### src/rtl/control_fsm.sv
// control_fsm: multi-cycle fetch/decode/execute/memory sequencer for the 16-bit CPU.
// Decodes the latched IR into ALU, register-file, PC and memory controls and owns the PSR.
module control_fsm #(
  parameter int DATA_W      = 16,
  parameter int MEM_TIMEOUT = 255
) (
  input  logic              clk,
  input  logic              rst_n,
  input  logic [DATA_W-1:0] mem_rdata,
  input  logic              mem_ack,
  input  logic              alu_carry,
  input  logic              alu_low,
  input  logic              alu_flag,
  input  logic              alu_zero,
  input  logic              alu_negative,
  output logic [3:0]        op_code,
  output logic [3:0]        ext_code,
  output logic              immediate_mode,
  output logic              is_branch_op,
  output logic              carry_in,
  output logic [3:0]        rdest_idx,
  output logic [3:0]        rsrc_idx,
  output logic [7:0]        imm8,
  output logic              reg_we,
  output logic [1:0]        wb_sel,
  output logic              pc_we,
  output logic [1:0]        pc_sel,
  output logic              mem_req,
  output logic              mem_we,
  output logic              mem_addr_sel,
  output logic [4:0]        psr,
  output logic              illegal,
  output logic              bus_err
);
  localparam int CW = MEM_TIMEOUT > 1 ? $clog2(MEM_TIMEOUT) : 1;
  localparam logic [CW-1:0] LAST = CW'(MEM_TIMEOUT - 1);
  typedef enum logic [2:0] {IDLE, FETCH, DECODE, EXEC, MEM} state_t;
  state_t state, state_n;
  logic [DATA_W-1:0] ir;
  logic [CW-1:0] cnt;
  logic [3:0] op, ext, cnd;
  logic [15:0] cond_tab;
  logic alu_r, cmp, alu_i, cmpi, bcc, jcc, jal, ld, st, cf_op, fields, waiting, timeout, taken;
  assign op    = ir[15:12];
  assign ext   = ir[7:4];
  assign cnd   = ir[11:8];
  assign alu_r = op == 4'h0 && ext inside {4'h1, 4'h2, 4'h3, 4'h4, 4'h5, 4'h6, 4'h7, 4'h9, 4'hA, 4'hD};
  assign cmp   = op == 4'h0 && ext == 4'hB;
  assign alu_i = op inside {4'h1, 4'h2, 4'h3, 4'h5, 4'h6, 4'h8, 4'h9, 4'hF};
  assign cmpi  = op == 4'hB;
  assign bcc   = op == 4'hC;
  assign jcc   = op == 4'h4 && ext == 4'hC;
  assign jal   = op == 4'h4 && ext == 4'h8;
  assign ld    = op == 4'h4 && ext == 4'h0;
  assign st    = op == 4'h4 && ext == 4'h4;
  // ADD/ADDC/SUB/SUBC and ADDI/SUBI update carry and overflow; the unsigned adds do not
  assign cf_op = (op == 4'h0 && ext inside {4'h5, 4'h7, 4'h9, 4'hA}) || op inside {4'h5, 4'h9};
  // indexed by condition code; psr = {C,L,F,Z,N}
  assign cond_tab = {1'b0, 1'b1, psr[0] | psr[1], !psr[0] & !psr[1], psr[3] | psr[1], !psr[3] & !psr[1],
                     !psr[2], psr[2], !psr[0], psr[0], !psr[3], psr[3], !psr[4], psr[4], !psr[1], psr[1]};
  assign taken   = cond_tab[cnd];
  assign fields  = state inside {DECODE, EXEC, MEM};
  assign waiting = (state == FETCH || state == MEM) && !mem_ack;
  assign timeout = MEM_TIMEOUT != 0 && waiting && cnt == LAST;
  assign op_code        = fields ? op : '0;
  assign ext_code       = fields ? ext : '0;
  assign rdest_idx      = fields ? cnd : '0;
  assign rsrc_idx       = fields ? ir[3:0] : '0;
  assign imm8           = fields ? ir[7:0] : '0;
  assign immediate_mode = fields && (alu_i || cmpi);
  assign carry_in       = psr[4];
  always_comb begin
    state_n      = state;
    is_branch_op = 1'b0;
    reg_we       = 1'b0;
    wb_sel       = 2'b00;
    pc_we        = 1'b0;
    pc_sel       = 2'b00;
    mem_req      = 1'b0;
    mem_we       = 1'b0;
    mem_addr_sel = 1'b0;
    illegal      = 1'b0;
    bus_err      = 1'b0;
    case (state)
      IDLE:   state_n = FETCH;
      FETCH: begin
        mem_req = 1'b1;
        bus_err = timeout;
        state_n = mem_ack ? DECODE : FETCH;
      end
      DECODE: state_n = EXEC;
      EXEC: begin
        is_branch_op = bcc;
        reg_we       = alu_r || alu_i || jal;
        wb_sel       = jal ? 2'b10 : 2'b00;
        pc_we        = !(ld || st);
        pc_sel       = (bcc && taken) ? 2'b01 : ((jcc && taken) || jal) ? 2'b10 : 2'b00;
        illegal      = !(alu_r || cmp || alu_i || cmpi || bcc || jcc || jal || ld || st);
        state_n      = (ld || st) ? MEM : FETCH;
      end
      MEM: begin
        mem_req      = 1'b1;
        mem_addr_sel = 1'b1;
        mem_we       = st;
        reg_we       = ld && mem_ack;
        wb_sel       = (ld && mem_ack) ? 2'b01 : 2'b00;
        pc_we        = mem_ack || timeout;
        bus_err      = timeout;
        state_n      = (mem_ack || timeout) ? FETCH : MEM;
      end
      default: state_n = IDLE;
    endcase
  end
  always_ff @(posedge clk or negedge rst_n) begin
    if (!rst_n) begin
      state <= IDLE;
      ir    <= '0;
      psr   <= '0;
      cnt   <= '0;
    end else begin
      state <= state_n;
      cnt   <= (waiting && !timeout) ? cnt + 1'b1 : '0;
      if (state == FETCH && mem_ack) ir <= mem_rdata;
      if (state == EXEC && cf_op) {psr[4], psr[2]} <= {alu_carry, alu_flag};
      if (state == EXEC && (cmp || cmpi)) {psr[3], psr[1], psr[0]} <= {alu_low, alu_zero, alu_negative};
    end
  end
endmodule

### config.mk
export PLATFORM = sky130hd
export DESIGN_NAME = control_fsm
export DESIGN_NICKNAME = d
export VERILOG_FILES = /design/src/rtl/control_fsm.sv
export SDC_FILE = /design/constraint.sdc
export NUM_CORES = 1
export LEC_CHECK = 0
export CORE_UTILIZATION = 41
export DETAILED_ROUTE_END_ITERATION = 6
export PLACE_DENSITY = 0.73
export REMOVE_ABC_BUFFERS = 1
export SLEW_MARGIN = 20
export SYNTH_ARGS = -nofsm -noshare
export SYNTH_HDL_FRONTEND = slang
export SYNTH_SLANG_ARGS = --single-unit
### constraint.sdc
create_clock -name clk -period 1.7 [get_ports clk]
set_clock_uncertainty 0.2 [all_clocks]
set_input_delay 0.255 -clock clk [delete_from_list [all_inputs] [get_ports clk]]
set_output_delay 0.255 -clock clk [all_outputs]
set_load 0.01 [all_outputs]
==> results of run 1 <==
layout make-up:
class	instances	area, sq um	share of cell area, %
clock buffers	5	68.8	1.74
inverters	6	27.5	0.696
flip-flops and latches	32	803	20.3
multi-input cells	144	1430	36.2
repair buffers	160	1520	38.3
well taps	52	65.1	1.65
clock inverters	3	42.5	1.08
synthesized netlist by cell type, types with 2 or more instances:
cell type	number	share of area (%)
o21ai_0	4	1.0
nor4_1	3	0.97
nor2_1	21	4.1
nand3_1	8	2.1
nand3b_1	3	1.2
xor2_1	6	2.7
a21oi_2	3	1.4
a21oi_1	5	1.3
mux2_1	18	10
nor2b_1	18	5.8
nand2b_1	3	0.97
clkbuf_1	4	0.77
nand4_1	3	0.97
inv_1	5	0.97
xnor2_1	3	1.4
buf_2	4	1.0
a22o_1	3	1.4
buf_4	11	4.2
ha_1	2	1.3
a21o_1	2	0.77
nand2_1	14	2.7
and3b_1	2	0.90
dfrtp_1	32	41
o21ai_1	2	0.52
sequential cells by signal (all words and copies together), names as in the netlist:
register / flops
psr: 5
cnt: 8
state: 3
ir: 16
per-layer routing:
layer	global-route usage [%]	wire length, um	vias up
met2	54.1	4520	164
met5	0	0	-
met3	8.26	771	56
met1	37.2	3610	1165
li1	-	-	986
met4	18.9	580	0
worst paths after layout:
check                         start        end  cells after the start
max                          ir[10]  pc_sel[1]                      6
min                           rst_n   state[0]                      2
max reg2reg                state[1]      ir[8]                      7
min reg2reg                   ir[1]      ir[1]                      1
max in group asynchronous     rst_n     ir[13]                      2
min in group clk              ir[1]      ir[1]                      1
through the flow:
step / TNS (ps) / util, % / cells
floorplan: -5860 / - / 181
global placement: -24000 / 66.0 / 345
detailed placement: -24190 / 66.0 / 345
CTS: -19780 / 83.1 / 391
global route: -26040 / 89.0 / 402
finish: -24100 / 89.0 / 402
power by group through the flow:
stage          combinational, mW  clock, mW  sequential [mW]
3_5_place_dp                3.15          0             1.29
2_1_floorplan               1.28          0             1.42
4_1_cts                     4.35      0.752             1.29
6_report                    5.09      0.780             1.37
3_3_place_gp                3.11          0             1.26
5_1_grt                     5.26      0.806             1.39
logic make-up after synthesis:
kind of cell,Yosys count
simple gates,84
flops,32
compound gates,29
buf+inv,25
mux,19
xor+xnor,9
fa+ha+maj,2
cells in the final DEF, fill, tap and decap left out, types with 3 or more instances in the layout:
cell	n
buf_2	17
buf_12	4
inv_1	3
nor2_1	10
buf_4	48
nand3b_1	3
o21ai_2	3
dlygate4sd2_1	5
a22o_1	3
nor2_2	5
clkbuf_8	5
nand2b_1	3
a21oi_4	3
buf_6	60
nand2_2	6
dfrtp_1	30
nor2b_4	9
nand3_1	5
nand2_1	5
nor4_4	3
a21oi_2	4
xor2_1	5
nor2b_1	9
nand2_4	3
nand4_1	3
mux2_4	18
nor2_4	7
clkdlybuf4s50_1	23
timing repair:
item / in CTS / in global routing
setup buffers: 37 / 30
hold endpoints to repair: 0 / 0
cloned: 3 / 0
gates resized for setup: 268 / 70
pin swaps: 26 / 32
setup endpoints to repair: 63 / 69
==> metrics.md, run 1 <==
| Metric | Value |
|---|---|
| Routed vias/inst | 5.90 |
| Core ar. | 0.00444 sq mm |
| Asr flop ratio synth | 100% |
| Final HPWL DP | 3580 um |
| Vias in the first global route | 2316 |
| PnR Total Power | 7.23 mW |
| Final ANT Viol Nets | 0 |
| Synthesized cell area | 0.00194 sq mm |
| Hold Crit Class | in -> async |
| Bufs on Longest Clock Path | 2 |
| Die H | 70.8 um |
| Fin nets | 375 |
| Worst-Skew Late Latency | 310 ps |
| Post-Synth XOR/XNOR Area | 4.06% |
| Chip width | 70.8 um |
| VDD IR max | 1.09 mV |
| Clock Power Share | 10.8% |
| Crit-path max FO | 2 |
| Combinational power share | 70.3% |
| Slew @ Worst Pin | 306 ps |
| TritonCTS Buffers | 5 |
| Synth Area in Simple Gates | 23.7% |
| Fin area | 0.00395 sq mm |
| Final hold vios | 0 |
| Crit share post-route | 146% |
| H-tree Lvls | 2 |
| Cells after Synth | 200 |
| P&R area growth vs syn | 103% |
| GR Util All Layers | 32.2% |
| CP bufs+invs | 1 |
| Root cell of the clock tree | clkbuf_8 |
| CTS Sinks | 32 |
| Run status | finished, violations left |
| Routability Congestion | 0.819 |
| Total number of vias | 2371 |
| Final setup margin | -779 ps |
| WHS | 122 ps |
| FF-to-FF setup slack | -350 ps |
| Place WS | -947 ps |
| Initial Utilization | 43.7% |
| Post-synth EDFFs | 0 |
| CP max stage delay | 400 ps |
| Worst-path clk slew | 80 ps |
| Cell row count | 24 |
| Fmax | 403 MHz |
| MaxCap Viol Count | 0 |
| Mux share of post-synthesis cell area | 11.2% |
| Yosys reg bits | 32 |
| Normalized max-slew margin | 79.5% |
| Delay-heaviest family, CP | compound AO/OA/AOI/OAI gates |
| Crit path capture type | output pin |
| Share of layout cells above drive strength 1 | 63.7% |
| Top Ports | 67 |
| Crit path cell chain | mux2_4 > a21oi_2 > o211ai_2 > xnor2_2 > a2111oi_4 > buf_2 |
| Wire per inst | 23.6 um |
| Post-CTS Hold Fix Bufs | 0 |
| CTS tree | yes |
| Main combinational cell family by area after synthesis | simple AND/OR/NAND/NOR gates |
| Switching part of the total power | 41.4% |
| First DRT Iteration DRCs | 128 |
| Failing checks | DRC, setup timing |
| Switch Pwr | 3.00 mW |
| Internal cell power | 4.24 mW |
| Max-slew violations | 0 |
| Leakage power | 1.86 nW |
| Worst Path Class, Setup | reg -> out |
| Post-synthesis adder-cell area fraction | 1.29% |
| Die ar. | 0.00502 sq mm |
| Crit path DAT | 2020 ps |
| Warnings from Yosys | 0 |
| # diodes | 0 |
| Slowest stage cell, crit path | dfrtp_1 |
| Largest net degree at the start of global routing | 33 |
| Syn avg cell area | 9.72 sq um |
| First-pass GRT wire length | 12100 um |
| Power density cells | 1830 mW/mm^2 |
| PortBufs | 66 |
| RSZ-0062 raised after global routing | yes |
| Fin crit period | 2480 ps |
| Distinct cell type count of the synthesized netlist | 45 |
| Filler Cells Inserted | 194 |
| Synth Area in Compound Gates | 11.3% |
| Initial antenna violation count | 0 |
| Final setup vio count | 68 |
| Kind of start point of the critical path | register |
| Congestion Overflow GR | 0 |
| Seq/Total Area, Yosys | 41.2% |
| Drt drc | 8 |
| Part of the power in registers | 18.9% |
| WL final | 9480 um |
| Predominant post-synthesis flop cell | dfrtp_1 |
| Critical Path RT | 1240 ps |
| Drt first pass iters | 7 |
| Placed cell area | 0.00293 sq mm |
Note: power is estimated with default switching activity, not from simulation.
==> inputs of run 2 (changes only) <==
Settings changed: CORE_ASPECT_RATIO set to 1.5, SLEW_MARGIN 20 to unset.
==> run 2 against run 1 <==
The flow finishes with violations (setup timing). Combinational power increased by 4%. Clock-buffer cell count unchanged. Final area up 0.13%. Register-to-register slack got worse by 150 ps. Critical path depth stayed put. Via count decreased by 5.4%. Critical endpoint unchanged. Largest cell class unchanged.
==> metrics.md, run 2 (synthesis results as in run 1) <==
| Metric | Value |
|---|---|
| Worst Path Class, Setup | reg -> out |
| Final HPWL DP | 3950 um |
| CTS Sinks | 32 |
| First-pass GRT wire length | 10800 um |
| Largest Register | ir |
| Worst-path clk slew | 80 ps |
| Drt drc | 0 |
| Fin area | 0.00396 sq mm |
| Run status | finished, violations left |
| Leakage power | 1.85 nW |
| Top Ports | 67 |
| Placed cell area | 0.00305 sq mm |
| Normalized max-slew margin | 77.6% |
| Worst-Skew Late Latency | 300 ps |
| VDD IR max | 1.32 mV |
| CTS tree | yes |
| Crit path DAT | 2050 ps |
| Die ar. | 0.00502 sq mm |
| Slew @ Worst Pin | 335 ps |
| Crit share post-route | 147% |
| TritonCTS Buffers | 5 |
| RSZ-0062 raised after global routing | yes |
| Crit-path max FO | 3 |
| GR Util All Layers | 28.8% |
| Routed vias/inst | 5.38 |
| Fin nets | 378 |
| Wire per inst | 20.2 um |
| Hold Crit Class | in -> async |
| Cell row count | 30 |
| Root cell of the clock tree | clkbuf_8 |
| Drt first pass iters | 4 |
| Final core occ | 87.2% |
| Share of layout cells above drive strength 1 | 65.4% |
| Core ar. | 0.00454 sq mm |
| Register Area | 807 sq um |
| Total number of vias | 2244 |
| Congestion Overflow GR | 0 |
| # diodes | 0 |
| Die H | 86.3 um |
| Bufs on Longest Clock Path | 2 |
| Final setup margin | -806 ps |
| MaxCap Viol Count | 0 |
| Fmax | 399 MHz |
| PortBufs | 66 |
| Biggest registers after layout | ir: 16 flops, cnt: 8 flops, psr: 5 flops |
| Final hold vios | 0 |
| WL final | 8410 um |
| Final setup vio count | 68 |
| Initial Utilization | 42.8% |
| Initial antenna violation count | 0 |
| Filler Cells Inserted | 215 |
| Routability Congestion | 0.781 |
| Multi-input logic area | 0.00141 sq mm |
| Kind of start point of the critical path | register |
| PnR Total Power | 7.45 mW |
| Chip width | 58.2 um |
| Max-slew violations | 0 |
| Failing checks | setup timing |
| H-tree Lvls | 2 |
| First DRT Iteration DRCs | 138 |
| Crit path capture type | output pin |
| Largest net degree at the start of global routing | 33 |
| Power density cells | 1880 mW/mm^2 |
| P&R area growth vs syn | 104% |
| Final ANT Viol Nets | 0 |
| Most frequent cells in the layout | buf_6, buf_4, dfrtp_1 |
| Critical Path RT | 1240 ps |
| Fin crit period | 2510 ps |
| Max reg flops | 16 |
| Most common cell after layout, fill and taps aside | buf_6 |
| Vias in the first global route | 2135 |
## run 2: cell count changes in the layout (fill, tap and decap cells not counted), sizes merged
cell,before,now
clkdlybuf4s15,1,0
dlygate4sd2,5,6
a21oi,9,8
buf,131,135
## run 2: worst paths after layout
check	slack (ps)	from	endpoint	cells past startpoint
worst max-delay path	-810	ir[10]	pc_sel[1]	6
worst min-delay path	130	rst_n	state[0]	2
worst max register to register	-500	ir[6]	psr[0]	9
worst min register to register	320	ir[1]	ir[1]	1
max in group asynchronous	960	rst_n	ir[15]	2
min in group clk	320	mem_rdata[15]	ir[15]	3
## run 2: layout make-up
cell class              instances  area share [%]
multi-input cells             143            35.6
clock buffers                   5            1.74
clock inverters                 3            1.07
inverters                       6           0.569
repair buffers                164            38.7
flip-flops and latches         32            20.4
well taps                      64            2.02
## run 2: per-stage QoR
stage	hold slack [ps]	setup WS, ps	instances	setup TNS [ps]
finish	132	-806	417	-22510
global route	153	-869	417	-25760
CTS	135	-709	401	-16930
detailed placement	269	-860	370	-19650
global placement	265	-853	370	-19460
floorplan	-241	-307	181	-5860
## run 2: repair_timing
item | CTS | global route
hold buffers | 0 | 0
resized for setup | 266 | 62
endpoints found under the setup margin | 63 | 68
buffers inserted | 23 | 25
cloned | 1 | 0
pin swaps | 25 | 25
## run 2: worst max-delay path, stage by stage, from the launching register on
cell       delay, ps
dfrtp_1          410
mux2_4           310
a21oi_2          140
o211ai_2         110
xnor2_2          200
a2111oi_2        360
buf_2            220
## run 2: report_power, final
group / total, mW / internal, mW / switching [mW]
Combinational: 5.27 / 2.97 / 2.31
Sequential: 1.39 / 1.06 / 0.332
Clock: 0.780 / 0.434 / 0.346
## run 2: layer usage
metal  track usage, %  wire (um)  up-vias
met5                0          0        -
met4             8.66        200        0
met3             5.07        433       21
met2             53.9       4620      107
met1             32.5       3160     1129
li1                 -          -      987
